--- src/rtl/mult32x32_pkg.sv ---
// mult32x32_pkg: shared types, constants and helpers for the 32x32 byte-by-halfword sequencer.
// Rev 1.0
`default_nettype none

package mult32x32_pkg;

   localparam int NUM_STEPS = 8;
   localparam int STEP_W    = 3;

   typedef enum logic [1:0] {
      IDLE  = 2'd0,
      CLEAR = 2'd1,
      ACCUM = 2'd2,
      DONE  = 2'd3
   } state_t;

   // Byte k[1:0] of A times halfword k[2] of B lands at bit 8*(k[1:0] + 2*k[2]).
   function automatic logic [2:0] step_to_shift(input logic [STEP_W-1:0] step);
      return {1'b0, step[1:0]} + {1'b0, step[2], 1'b0};
   endfunction

endpackage

`default_nettype wire

--- src/rtl/mult32x32_step_enc.sv ---
// mult32x32_step_enc: finds the lowest enabled step after (or at) the current one.
// Rev 1.0
`default_nettype none

module mult32x32_step_enc
   import mult32x32_pkg::*;
(
   input  logic [NUM_STEPS-1:0] mask,
   input  logic [STEP_W-1:0]    cur_step,
   input  logic                 incl_cur,
   output logic [STEP_W-1:0]    next_step,
   output logic                 has_next
);

   // Scan high to low so the last hit is the lowest qualifying index.
   always_comb begin
      next_step = '0;
      has_next  = 1'b0;
      for (int k = NUM_STEPS - 1; k >= 0; k--) begin
         if (mask[k] && ((STEP_W'(k) > cur_step) ||
                         (incl_cur && (STEP_W'(k) == cur_step)))) begin
            next_step = STEP_W'(k);
            has_next  = 1'b1;
         end
      end
   end

endmodule

`default_nettype wire

--- src/rtl/mult32x32_seq_ctrl.sv ---
// mult32x32_seq_ctrl: sequences clear and partial-product steps of the 32x32 arith unit.
// Rev 1.0
`default_nettype none

module mult32x32_seq_ctrl
   import mult32x32_pkg::*;
#(
   parameter bit SKIP_ZERO = 1'b0
)
(
   input  logic        clk,
   input  logic        reset,
   input  logic        start,
   input  logic [31:0] a_in,
   input  logic [31:0] b_in,
   output logic [31:0] a_op,
   output logic [31:0] b_op,
   output logic [1:0]  a_sel,
   output logic        b_sel,
   output logic [2:0]  shift_sel,
   output logic        upd_prod,
   output logic        clr_prod,
   output logic        busy,
   output logic        done
);

   state_t               state_q, state_d;
   logic [STEP_W-1:0]    step_q, step_d;
   logic [31:0]          a_op_q, a_op_d;
   logic [31:0]          b_op_q, b_op_d;
   logic [NUM_STEPS-1:0] step_mask;
   logic [STEP_W-1:0]    enc_cur;
   logic                 enc_incl;
   logic [STEP_W-1:0]    enc_next;
   logic                 enc_has_next;

   if (SKIP_ZERO) begin : g_skip_zero
      for (genvar k = 0; k < NUM_STEPS; k++) begin : g_mask
         assign step_mask[k] = (a_op_q[8*(k%4) +: 8] != 8'd0) &&
                               (b_op_q[16*(k/4) +: 16] != 16'd0);
      end
   end else begin : g_all_steps
      assign step_mask = '1;
   end

   // From CLEAR the search includes step 0; from ACCUM it starts past the current step.
   assign enc_cur  = (state_q == ACCUM) ? step_q : '0;
   assign enc_incl = (state_q != ACCUM);

   mult32x32_step_enc u_step_enc (
      .mask      (step_mask),
      .cur_step  (enc_cur),
      .incl_cur  (enc_incl),
      .next_step (enc_next),
      .has_next  (enc_has_next)
   );

   always_ff @(posedge clk or posedge reset) begin
      if (reset) begin
         state_q <= IDLE;
         step_q  <= '0;
         a_op_q  <= '0;
         b_op_q  <= '0;
      end else begin
         state_q <= state_d;
         step_q  <= step_d;
         a_op_q  <= a_op_d;
         b_op_q  <= b_op_d;
      end
   end

   always_comb begin
      state_d   = state_q;
      step_d    = step_q;
      a_op_d    = a_op_q;
      b_op_d    = b_op_q;
      a_sel     = 2'd0;
      b_sel     = 1'b0;
      shift_sel = 3'd0;
      upd_prod  = 1'b0;
      clr_prod  = 1'b0;
      busy      = 1'b0;
      done      = 1'b0;

      case (state_q)
         IDLE: begin
            if (start) begin
               a_op_d  = a_in;
               b_op_d  = b_in;
               state_d = CLEAR;
            end
         end
         CLEAR, ACCUM: begin
            upd_prod = 1'b1;
            busy     = 1'b1;
            if (state_q == CLEAR) begin
               clr_prod = 1'b1;
            end else begin
               a_sel     = step_q[1:0];
               b_sel     = step_q[2];
               shift_sel = step_to_shift(step_q);
            end
            if (enc_has_next) begin
               step_d  = enc_next;
               state_d = ACCUM;
            end else begin
               state_d = DONE;
            end
         end
         DONE: begin
            busy    = 1'b1;
            done    = 1'b1;
            step_d  = '0;
            state_d = IDLE;
         end
         default: state_d = IDLE;
      endcase
   end

   assign a_op = a_op_q;
   assign b_op = b_op_q;

endmodule

`default_nettype wire

--- config.mk ---
export PLATFORM = sky130hd
export DESIGN_NAME = mult32x32_seq_ctrl
export DESIGN_NICKNAME = d
export VERILOG_FILES = /design/src/rtl/mult32x32_pkg.sv /design/src/rtl/mult32x32_step_enc.sv /design/src/rtl/mult32x32_seq_ctrl.sv
export SDC_FILE = /design/constraint.sdc
export NUM_CORES = 1
export LEC_CHECK = 0
export BUFFER_PORTS_ARGS = -buffer_cell sky130_fd_sc_hd__buf_2
export CORE_UTILIZATION = 51
export CTS_BUF_LIST = sky130_fd_sc_hd__clkbuf_4
export CTS_CLUSTER_SIZE = 30
export DETAILED_ROUTE_END_ITERATION = 8
export PLACE_DENSITY = 0.89
export SYNTH_ARGS = -nofsm -noshare
export SYNTH_HDL_FRONTEND = slang
export SYNTH_SLANG_ARGS = --single-unit
--- constraint.sdc ---
create_clock -name clk -period 4.1 [get_ports clk]
set_input_delay 0.82 -clock clk [delete_from_list [all_inputs] [get_ports clk]]
set_output_delay 0.82 -clock clk [all_outputs]
set_load 0.02 [all_outputs]
==> run summary, run 1 <==
maximum buffer depth of the clock tree = 2
distinct cell type count of the synthesized netlist = 21
Syn Area/Cell = 15.7 sq um
top fanout value on the critical path = 8
worst slack, placed = 1860 ps
worst IR drop on VDD = 0.000487 V
sequential share of power = 39.4%
Total Nets Final = 396
largest net degree at the start of global routing = 65
Die X = 76.2 um
Die Ht = 76.2 um
final number of setup-violating endpoints = 0
Rows = 26
syn_nets = 251
Layout area overhead = 28.2%
skew final = 6.19 ps
Die ar. = 5800 sq um
Syn Std Cell Area = 2810 sq um
Rel. slew slack = 37.7%
M1 WL = 2090 um
worst slew pin tran = 933 ps
CP cell instances = inv_1 > ha_1 > nor2b_1 > and2_1 > buf_2
CTS tree = done
CP Class = register to output pin
fin crit period = 2670 ps
Filler cells = 411
GR Overflow Total = 0
DR vias = 1,939
Layout Cells excl Fill = 396
register area share after synthesis = 61.5%
port buffer count = 140
commonest non-fill, non-tap cell in the layout = buf_2
switching pwr = 1.24 mW
Initial Util = 53.9%
Post-Syn Instances = 179
initial antenna violation count = 0
Setup Buffers After CTS = 0
crit-path max cell delay = 410 ps
Total Wirelength = 5340 um
DRT antenna net count = 0
dpl cells = 383
vias in the first global route = 1,962
Worst Setup End Kind = output pin
CTS HTree Levels = 3
top layer used by detailed routing = met4
Worst Hold Class = register to register
Primary FF master, synth = dfrtp_1
#FFs+latches synth = 69
clock share of power = 10.4%
Pint = 1.79 mW
yosys warns = 0
MaxCap Viol Count = 0
share of cells above drive strength 1 = 67.5%
Post-route DRC = 0
leakage = 1.88 nW
Combinational Power Share = 50.3%
Clock Pin Slew Worst Setup and Hold Paths = 90 ps
TritonRoute pass-1 iters = 4
PnR Total Power = 3.03 mW
Final Max Slew Viols = 0
EDFF count, synth = 0
CP max stage cell = dfrtp_1
clock latency on the worst-skew pair = 390 ps
met3 wire len = 442 um
GP Congestion = 0.738
Avg WL per Cell = 13.5 um
Tot GR Track Use = 19.7%
share of synthesized registers carrying an async set or reset = 100%
area of the multi-input gates = 971 sq um
Core Box Area = 5200 sq um
final hold vios = 0
met2 wire len = 2720 um
ANT cells = 0
fmax = 0.375 GHz
clock sinks = 69
unrepaired setup endpoints after global routing = no
Hold WS = 507 ps
cell area power density = 842 nW/um^2
initial drt markers = 39
Worst R2R Setup Slack = 2150 ps
Seq. cell area = 1730 sq um
Critical Path Start Type = register
Hold Buf Count CTS = 0
Final WS setup = 1430 ps
setup TNS = 0 ps
post-cts sizing count = 0
outcome = completed
commonest non-fill, non-tap cells in the layout = 140 x buf_2, 69 x dfrtp_1, 59 x mux2_2
DP Wirelength = 4010 um
Sw Share = 41.0%
CP Buf/Inv Count = 2
fin crit share = 65.1%
first-pass GRT wire length = 8800 um
Req. time, crit path = 3280 ps
Worst EP arrival = 1850 ps
io pins = 141
Via density = 4.90
clock root buffer = clkbuf_4
number of CTS-inserted buffers = 9
crit-path leading delay family = simple AND/OR/NAND/NOR gates
-- per-stage QoR --
stage	util (%)	area [sq um]
2_1_floorplan	-	2810
3_3_place_gp	67.5	3510
3_5_place_dp	67.5	3510
4_1_cts	69.1	3600
5_1_grt	69.1	3600
6_report	69.1	3600
-- worst register-to-register path: cells and delay by family, from the launching register on --
family	cells	cell delay [ps]
buffers and inverters	1	80
multiplexers	1	480
AND/OR/NAND/NOR	1	610
adder cells (fa/ha/maj)	1	250
flip-flops	1	410
-- final timing paths --
| check | startpoint | to | cells past startpoint |
|---|---|---|---|
| setup / recovery | state_q[0]$_DFFE_PP0P_ | a_sel[0] | 5 |
| hold / removal | b_op[15]$_DFFE_PP0P_ | b_op[15]$_DFFE_PP0P_ | 1 |
| setup reg to reg | state_q[0]$_DFFE_PP0P_ | a_op[24]$_DFFE_PP0P_ | 4 |
| hold reg to reg | b_op[15]$_DFFE_PP0P_ | b_op[15]$_DFFE_PP0P_ | 1 |
| max in group asynchronous | reset | a_op[1]$_DFFE_PP0P_ | 3 |
| min in group asynchronous | reset | b_op[25]$_DFFE_PP0P_ | 2 |
-- area by class of cell --
cell class	instances	share of cell area, %
clock buffer	9	1.88
sequential	69	48.0
multi-input combinational	98	27.0
tap	70	2.43
clock inverter	4	0.522
inverter	5	0.522
timing repair buffer	141	19.7
-- per-layer routing --
layer	vias to the layer above	global-route usage [%]
met1	923	21.7
met3	11	4.91
met2	91	34.7
met5	-	0
li1	914	-
met4	0	11.5
-- cells in the mapped netlist (2+ instances only) --
cell type / n / area (sq um)
dfrtp_1: 69 / 1730
mux2_4: 5 / 75.1
nor2b_1: 3 / 18.8
clkbuf_8: 6 / 82.6
nand3_1: 4 / 20.0
nor2_1: 3 / 11.3
and2_1: 5 / 31.3
nand2_1: 2 / 7.51
inv_1: 5 / 18.8
mux2_2: 59 / 664
o21ai_0: 4 / 20.0
ha_1: 5 / 62.6
-- power groups by stage --
stage          clock network [mW]  logic [mW]  registers, mW
5_1_grt                     0.356        1.63           1.24
3_5_place_dp                    0        1.54           1.21
2_1_floorplan                   0       0.668           1.60
3_3_place_gp                    0        1.50           1.18
6_report                    0.314        1.52           1.19
4_1_cts                     0.335        1.54           1.20
-- state kept, by name, summed over array words and instances (netlist names) --
signal and cells:
b_op 32, state_q 2, a_op 32, step_q 3
-- cells by family (layout without fill, tap and decap cells) --
logic type,count (synthesis),in the layout,share of synthesized area [%]
adder cells (fa/ha/maj),5,5,2.23
multiplexers,64,64,26.3
flip-flops,69,69,61.5
AND/OR/NAND/NOR,21,21,4.33
buffers and inverters,12,159,3.88
AO/OA/AOI/OAI,8,8,1.69
(Power assumes the default switching activity.)
==> inputs of run 2 (changes only) <==
- CORE_UTILIZATION: 51 -> 47
- PLACE_DENSITY: 0.89 -> 0.83
- clock period: 4.1 -> 2.6 ns (I/O delays scaled with it)
==> run summary, run 2 (same netlist as run 1, synthesis figures left out) <==
outcome = completed
commonest non-fill, non-tap cells in the layout = 140 x buf_2, 69 x dfrtp_1, 59 x mux2_2
Clock Pin Slew Worst Setup and Hold Paths = 110 ps
Die Ht = 79.3 um
Total Nets Final = 397
crit-path leading delay family = flip-flops
DP Wirelength = 4190 um
clock latency on the worst-skew pair = 390 ps
GP Congestion = 0.700
Worst R2R Path Depth = 5
CTS tree = done
Final Max Slew Viols = 0
Rel. slew slack = 52.9%
Critical Path Start Type = register
fin crit share = 91.5%
Layout area overhead = 33.3%
unrepaired setup endpoints after global routing = no
clock sinks = 69
Req. time, crit path = 2080 ps
largest net degree at the start of global routing = 38
clock root buffer = clkbuf_4
MaxCap Viol Count = 0
Hold Buf Count CTS = 0
cell area power density = 1380 nW/um^2
Worst Hold Class = input pin to asynchronous set/reset pin
fin crit period = 2380 ps
io pins = 141
maximum buffer depth of the clock tree = 2
share of cells above drive strength 1 = 68.5%
CP max stage cell = dfrtp_1
CP Buf/Inv Count = 2
initial antenna violation count = 0
CP Class = register to output pin
Worst Setup End Kind = output pin
number of CTS-inserted buffers = 9
port buffer count = 140
final number of setup-violating endpoints = 0
top fanout value on the critical path = 8
Tot GR Track Use = 19.1%
Setup Buffers After CTS = 0
worst r2r src = state_q[0]$_DFFE_PP0P_
Worst path depth = 5
Post-DP Area = 3550 sq um
Initial Util = 49.7%
worst slew pin tran = 706 ps
GR Overflow Total = 0
Critical Path Start = state_q[0]$_DFFE_PP0P_
ANT cells = 0
Avg WL per Cell = 13.7 um
fmax = 0.421 GHz
setup TNS = 0 ps
initial drt markers = 65
CP cell instances = inv_1 > ha_1 > nor2b_2 > and2_1 > buf_2
Worst R2R Setup Slack = 720 ps
Die ar. = 6280 sq um
skew final = 8.64 ps
final hold vios = 0
DRT antenna net count = 0
CTS HTree Levels = 3
Total Wirelength = 5510 um
DR vias = 1,972
Worst EP arrival = 1860 ps
Rows = 27
first-pass GRT wire length = 8870 um
Worst R2R End = a_op[11]$_DFFE_PP0P_
crit-path max cell delay = 420 ps
worst IR drop on VDD = 0.000749 V
vias in the first global route = 1,937
TritonRoute pass-1 iters = 4
Die X = 79.3 um
commonest non-fill, non-tap cell in the layout = buf_2
Via density = 4.91
Core Box Area = 5640 sq um
leakage = 1.94 nW
design area = 3740 sq um
CP endpoint = a_sel[0]
Post-route DRC = 0
==> run 2: per-layer routing <==
metal  vias to the layer above  global-route usage (%)  wire length [um]
met5                         -                       0                 0
met4                         0                    7.09                81
met3                         7                    7.70               407
met2                        88                    33.5              2860
met1                       957                    20.5              2150
li1                        920                       -                 -
==> run 2: worst min path at each step <==
| stage | start | to | slack, ps | cells past startpoint |
|---|---|---|---|---|
| finish | reset | a_op[22]$_DFFE_PP0P_ | 230 | 2 |
| CTS | reset | a_op[17]$_DFFE_PP0P_ | 220 | 2 |
| detailed placement | b_op[18]$_DFFE_PP0P_ | b_op[18]$_DFFE_PP0P_ | 490 | 1 |
| global placement | b_op[20]$_DFFE_PP0P_ | b_op[20]$_DFFE_PP0P_ | 480 | 1 |
| floorplan | step_q[2]$_DFFE_PP0P_ | step_q[2]$_DFFE_PP0P_ | 570 | 2 |
| global route | reset | a_op[17]$_DFFE_PP0P_ | 260 | 2 |
==> run 2: repair_timing <==
action | CTS | global route
setup endpoints to repair | 0 | 6
hold endpoints to repair | 0 | 0
resized for setup | 0 | 1
==> run 2: final cells by class <==
| class | count | area [sq um] |
|---|---|---|
| flip-flops and latches | 69 | 1730 |
| multi-input cells | 98 | 973 |
| clock buffers | 11 | 82.6 |
| fillers | 465 | 1900 |
| well taps | 72 | 90.1 |
| inverters | 5 | 18.8 |
| clock inverters | 5 | 108 |
| repair buffers | 142 | 741 |
==> run 2: worst reg2reg max path: cells and delay by family, from the launching register on <==
| kind | cells | cell delay [ps] |
|---|---|---|
| multiplexers | 1 | 380 |
| flip-flops | 1 | 420 |
| adder cells (fa/ha/maj) | 1 | 250 |
| buffers and inverters | 2 | 370 |
| AND/OR/NAND/NOR | 1 | 350 |
==> run 2: metrics by stage <==
| step | utilization (%) | power (mW) | std cells | hold WS [ps] | setup WS [ps] |
|---|---|---|---|---|---|
| 6_report | 66.3 | 5.18 | 402 | 229 | 222 |
| 5_1_grt | 66.3 | 5.49 | 402 | 260 | 30.8 |
| 4_1_cts | 66.2 | 5.24 | 402 | 222 | 126 |
| 3_5_place_dp | 62.9 | 4.36 | 386 | 487 | 593 |
| 3_3_place_gp | 62.9 | 4.25 | 386 | 480 | 705 |
| 2_1_floorplan | - | 3.58 | 179 | 570 | 340 |
==> run 2: power by group <==
| group | internal, mW | switching [mW] | leakage, nW |
|---|---|---|---|
| clock | 0.514 | 0.362 | 0.102 |
| sequential | 1.61 | 0.264 | 0.820 |
| combinational | 1.06 | 1.37 | 1.02 |
